[src/rtl/mem_arb_pkg.sv]
// Shared types for the two-port tightly coupled memory arbiter.
package mem_arb_pkg;

    typedef enum logic {
        ARB_RR    = 1'b0,
        ARB_FIXED = 1'b1
    } arb_mode_e;

    typedef struct packed {
        logic valid;
        logic owner;
    } rsp_tag_t;

    localparam int WAIT_CNT_W = 4;

endpackage

[src/rtl/mem_arb_sel.sv]
// Two-way grant selection: round-robin on a last-winner bit, or fixed priority
// with a saturating starvation counter for port 1. Grants are combinational.
import mem_arb_pkg::*;

module mem_arb_sel #(
    parameter int ARB_MODE = 0,
    parameter int MAX_WAIT = 4
) (
    input  logic clk_i,
    input  logic rst_ni,
    input  logic p0_req,
    input  logic p1_req,
    output logic p0_gnt,
    output logic p1_gnt
);

    localparam logic FIXED = (ARB_MODE == int'(ARB_FIXED));
    localparam logic [WAIT_CNT_W-1:0] WAIT_LIMIT = WAIT_CNT_W'(MAX_WAIT);

    logic                  last;
    logic [WAIT_CNT_W-1:0] wait_cnt;
    logic                  p1_wins;

    // p1_wins only decides contention; a lone requester is always granted.
    always_comb begin
        p1_wins = FIXED ? (wait_cnt == WAIT_LIMIT) : ~last;
        p0_gnt  = rst_ni & p0_req & (~p1_req | ~p1_wins);
        p1_gnt  = rst_ni & p1_req & (~p0_req | p1_wins);
    end

    always_ff @(posedge clk_i) begin
        if (!rst_ni) begin
            last     <= 1'b1;
            wait_cnt <= '0;
        end else begin
            if (p0_gnt) begin
                last <= 1'b0;
            end else if (p1_gnt) begin
                last <= 1'b1;
            end

            if (p1_gnt || !FIXED) begin
                wait_cnt <= '0;
            end else if (p1_req && (wait_cnt != WAIT_LIMIT)) begin
                wait_cnt <= wait_cnt + 1'b1;
            end
        end
    end

endmodule

[src/rtl/mem_port_arbiter.sv]
// Shares one single-port SRAM between fetch (port 0) and LSU (port 1) with
// zero-cycle grant and one rvalid per access exactly MEM_LATENCY cycles later.
import mem_arb_pkg::*;

module mem_port_arbiter #(
    parameter int ADDR_WIDTH  = 15,
    parameter int DATA_WIDTH  = 32,
    parameter int MEM_LATENCY = 1,
    parameter int ARB_MODE    = 0,
    parameter int MAX_WAIT    = 4
) (
    input  logic                    clk_i,
    input  logic                    rst_ni,

    input  logic                    p0_req_i,
    output logic                    p0_gnt_o,
    output logic                    p0_rvalid_o,
    input  logic [ADDR_WIDTH-1:0]   p0_addr_i,
    input  logic                    p0_we_i,
    input  logic [DATA_WIDTH/8-1:0] p0_be_i,
    input  logic [DATA_WIDTH-1:0]   p0_wdata_i,
    output logic [DATA_WIDTH-1:0]   p0_rdata_o,

    input  logic                    p1_req_i,
    output logic                    p1_gnt_o,
    output logic                    p1_rvalid_o,
    input  logic [ADDR_WIDTH-1:0]   p1_addr_i,
    input  logic                    p1_we_i,
    input  logic [DATA_WIDTH/8-1:0] p1_be_i,
    input  logic [DATA_WIDTH-1:0]   p1_wdata_i,
    output logic [DATA_WIDTH-1:0]   p1_rdata_o,

    output logic                    mem_req_o,
    output logic [ADDR_WIDTH-1:0]   mem_addr_o,
    output logic                    mem_we_o,
    output logic [DATA_WIDTH/8-1:0] mem_be_o,
    output logic [DATA_WIDTH-1:0]   mem_wdata_o,
    input  logic [DATA_WIDTH-1:0]   mem_rdata_i
);

    rsp_tag_t rsp_pipe [MEM_LATENCY];
    rsp_tag_t rsp_out;

    mem_arb_sel #(
        .ARB_MODE (ARB_MODE),
        .MAX_WAIT (MAX_WAIT)
    ) u_sel (
        .clk_i  (clk_i),
        .rst_ni (rst_ni),
        .p0_req (p0_req_i),
        .p1_req (p1_req_i),
        .p0_gnt (p0_gnt_o),
        .p1_gnt (p1_gnt_o)
    );

    // With no grant the mux rests on port 0.
    assign mem_req_o   = p0_gnt_o | p1_gnt_o;
    assign mem_addr_o  = p1_gnt_o ? p1_addr_i  : p0_addr_i;
    assign mem_we_o    = p1_gnt_o ? p1_we_i    : p0_we_i;
    assign mem_be_o    = p1_gnt_o ? p1_be_i    : p0_be_i;
    assign mem_wdata_o = p1_gnt_o ? p1_wdata_i : p0_wdata_i;

    always_ff @(posedge clk_i) begin
        if (!rst_ni) begin
            for (int i = 0; i < MEM_LATENCY; i++) begin
                rsp_pipe[i] <= '0;
            end
        end else begin
            rsp_pipe[0] <= '{valid: mem_req_o, owner: p1_gnt_o};
            for (int i = 1; i < MEM_LATENCY; i++) begin
                rsp_pipe[i] <= rsp_pipe[i-1];
            end
        end
    end

    assign rsp_out = rsp_pipe[MEM_LATENCY-1];

    // Responses already in flight when reset asserts must never surface.
    assign p0_rvalid_o = rst_ni & rsp_out.valid & ~rsp_out.owner;
    assign p1_rvalid_o = rst_ni & rsp_out.valid &  rsp_out.owner;
    assign p0_rdata_o  = p0_rvalid_o ? mem_rdata_i : '0;
    assign p1_rdata_o  = p1_rvalid_o ? mem_rdata_i : '0;

endmodule
[config.mk]
export PLATFORM = sky130hd
export DESIGN_NAME = mem_port_arbiter
export DESIGN_NICKNAME = d
export VERILOG_FILES = /design/src/rtl/mem_arb_pkg.sv /design/src/rtl/mem_arb_sel.sv /design/src/rtl/mem_port_arbiter.sv
export SDC_FILE = /design/constraint.sdc
export NUM_CORES = 1
export LEC_CHECK = 0
export ABC_AREA = 0
export BUFFER_PORTS_ARGS = -buffer_cell sky130_fd_sc_hd__buf_2
export CAP_MARGIN = 20
export CELL_PAD_IN_SITES_DETAIL_PLACEMENT = 0
export CELL_PAD_IN_SITES_GLOBAL_PLACEMENT = 1
export CORE_MARGIN = 5
export CORE_UTILIZATION = 16
export CTS_CLUSTER_SIZE = 28
export DETAILED_ROUTE_END_ITERATION = 12
export GPL_TIMING_DRIVEN = 1
export PLACE_DENSITY = 0.93
export SYNTH_ARGS = -nofsm -noshare
export SYNTH_HDL_FRONTEND = slang
export SYNTH_SLANG_ARGS = --single-unit
[constraint.sdc]
create_clock -name clk_i -period 1.4 [get_ports clk_i]
set_clock_uncertainty 0.05 [all_clocks]
set_input_delay 0.07 -clock clk_i [delete_from_list [all_inputs] [get_ports clk_i]]
set_output_delay 0.07 -clock clk_i [all_outputs]
set_load 0.02 [all_outputs]
==> impl_results.md <==
- Hold Path Class: in2reg
- Diodes inserted: 0
- Layout cells sized above 1: 89.9%
- Critical Path AT: 1550 ps
- Total GRT Usage: 12.1%
- Worst Setup SP: u_sel.last$_SDFFE_PN1P_
- Num CTS Buffers: 3
- Routed wl met3: 769 um
- Slew at the pin with the worst max-slew slack: 271 ps
- Via density: 4.19
- Max Fclk: 601 MHz
- Crit path capture type: primary output
- Clock Path Buffers: 2
- Power per cell area: 408 nW/um^2
- Post-Syn Area: 1450 sq um
- Die area: 11100 sq um
- Chip Height: 105 um
- DRC viols: 0
- Global-route wire length before repair: 11200 um
- TritonCTS clock tree: yes
- Critical Path Start Type: flop
- Pre-CTS setup slack: -50.7 ps
- Violated checks: negative setup slack
- Syn_nets: 286
- Crit Path Class: reg2out
- Synth warn: 0
- Worst hold stages: 2
- Hold_sp: p1_req_i
- # fillers: 833
- Tmin final: 1670 ps
- Port bufs: 260
- Crit-path max FO: 4
- Num ports: 261
- Highest Signal Layer: met4
- Clk slew on worst S/H paths: 30 ps
- Gate count of the mapped netlist: 146
- # setup viols final: 77
- RSZ-0062 raised after global routing: true
- Min-Delay Endpoint: rsp_pipe[0][1]$_SDFF_PN0_
- Std-Cell Rows: 34
- Die Wd: 105 um
- Met2 WL: 5110 um
- Leak Pwr: 2.09 nW
- WL met1: 2950 um
- Post-synthesis sequential area ratio: 4.14%
- Post-synthesis cell type count: 17
- Peak VDD IR: 0.227 mV
- Reg2Reg Depth: 3
- Clk root buf: clkbuf_8
- CTS Hold Bufs: 0
- Slew headroom: 81.9%
- Reg2Reg Setup Slack: 510 ps
- Area Growth Syn to Fin: 155%
- Starting DRC count in detailed routing: 47
- Final wirelength: 8930 um
- Largest net degree at the start of global routing: 33
- Antenna viol nets, final: 0
- Status: finished, violations left
- Vias in the first global route: 2176
- Placeable Area: 8760 sq um
- Flops & latches, synth: 3
- Fin crit share: 119%
- Reg-to-reg startpoint: u_sel.last$_SDFFE_PN1P_
- Routability Congestion: 0.792
- Synthesized area per cell: 9.94 sq um
- Crit path required time: 1280 ps
- Clock tree sinks: 3
- Final #Nets: 558
- # H-tree levels: 1
- Max Slew Vio Count: 0
- Clock latency on the worst-skew pair: 220 ps
- Initial antenna violation count: 0
- Global route overflow: 0
- Post-Route Utilization: 42.3%
- Crit path setup slack, layout: -265 ps
- Drt pass-1 iters: 4
- Total number of vias: 2202
- WL/cell: 17.0 um
- Post-DP HPWL: 6750 um
- Initial Util: 16.6%
- Reg-to-Reg End: u_sel.last$_SDFFE_PN1P_
- # Max-Cap Violations: 0
- Final Hold Fails: 0
[worst max path at each step]
stage,endpoint,slack [ps],cells after the start
2_1_floorplan,mem_wdata_o[22],100,5
3_3_place_gp,mem_addr_o[14],-20,5
3_5_place_dp,mem_wdata_o[31],-50,5
4_1_cts,mem_wdata_o[15],-280,5
5_1_grt,mem_wdata_o[28],-320,5
6_report,mem_wdata_o[22],-270,5
[metal layers]
metal	up-vias	track usage, %
met5	-	0
met3	6	3.61
met1	1020	12.0
met2	145	24.3
li1	1031	-
met4	0	2.65
[layout by cell type, fill, tap and decap left out, drive strengths merged, types with 2 or more instances in the layout]
master,synthesis,layout
and3,2,3
o21a,2,2
nor2,4,4
inv,2,2
buf,8,273
and2,62,62
clkbuf,4,9
mux2,52,52
dfxtp,3,3
nand2,4,4
[power by group]
part / internal, mW / switching, mW
clock network: 0.194 / 0.0586
logic: 0.652 / 0.507
registers: 0.0930 / 0.00572
[cell families after synthesis]
family                 after synthesis  synth area share [%]
muxes                               52                  53.0
and+or+nand+nor                     73                  30.6
DFF                                  3                  4.14
buffers and inverters               14                  10.5
AOI/OAI and AO/OA                    4                  1.72
[per-stage QoR]
step	TNS [ps]	instance area (sq um)	hold slack (ps)	instances	power, mW
2_1_floorplan	0	1450	81.9	146	0.646
3_3_place_gp	-250	2850	301	511	0.998
3_5_place_dp	-1270	2850	313	511	1.01
4_1_cts	-12510	2990	88.3	516	1.32
5_1_grt	-17910	3700	142	525	1.59
6_report	-13480	3700	116	525	1.51
[flip-flops by register name, indices dropped and copies added, names as in the netlist]
| signal | count |
|---|---|
| u_sel.last | 1 |
| rsp_pipe | 2 |
[Yosys cell counts]
cell | number | area (sq um)
mux2_4 | 49 | 736
nand3_1 | 1 | 5.00
nand2_1 | 3 | 11.3
o21a_1 | 2 | 15.0
dfxtp_1 | 3 | 60.1
and2_1 | 62 | 388
inv_1 | 2 | 7.51
buf_12 | 6 | 120
a21oi_1 | 1 | 5.00
and3_4 | 1 | 11.3
mux2_2 | 3 | 33.8
nand2_2 | 1 | 6.26
clkbuf_1 | 4 | 15.0
nor2_1 | 4 | 15.0
and3_2 | 1 | 7.51
o21ai_0 | 1 | 5.00
buf_2 | 2 | 10.0
[cell type report]
class	instances	area, sq um	area share [%]
clock buffer	4	45.0	1.22
timing repair buffer	278	2100	56.6
inverter	2	7.51	0.203
tap	108	135	3.65
multi-input combinational	130	1360	36.6
sequential	3	63.8	1.72
[worst max-delay path: stages, from the launching register on]
cell,delay (ps)
dfxtp_2,330
nand2_4,70
and3_2,300
clkbuf_16,180
mux2_4,290
buf_2,160
[what timing repair did]
action / in CTS / in global routing
pin swaps: 0 / 34
setup endpoints to repair: 83 / 114
buffers inserted: 1 / 1
gates resized for setup: 30 / 181
cloned: 0 / 8
Note: power is estimated with default switching activity, not from simulation.
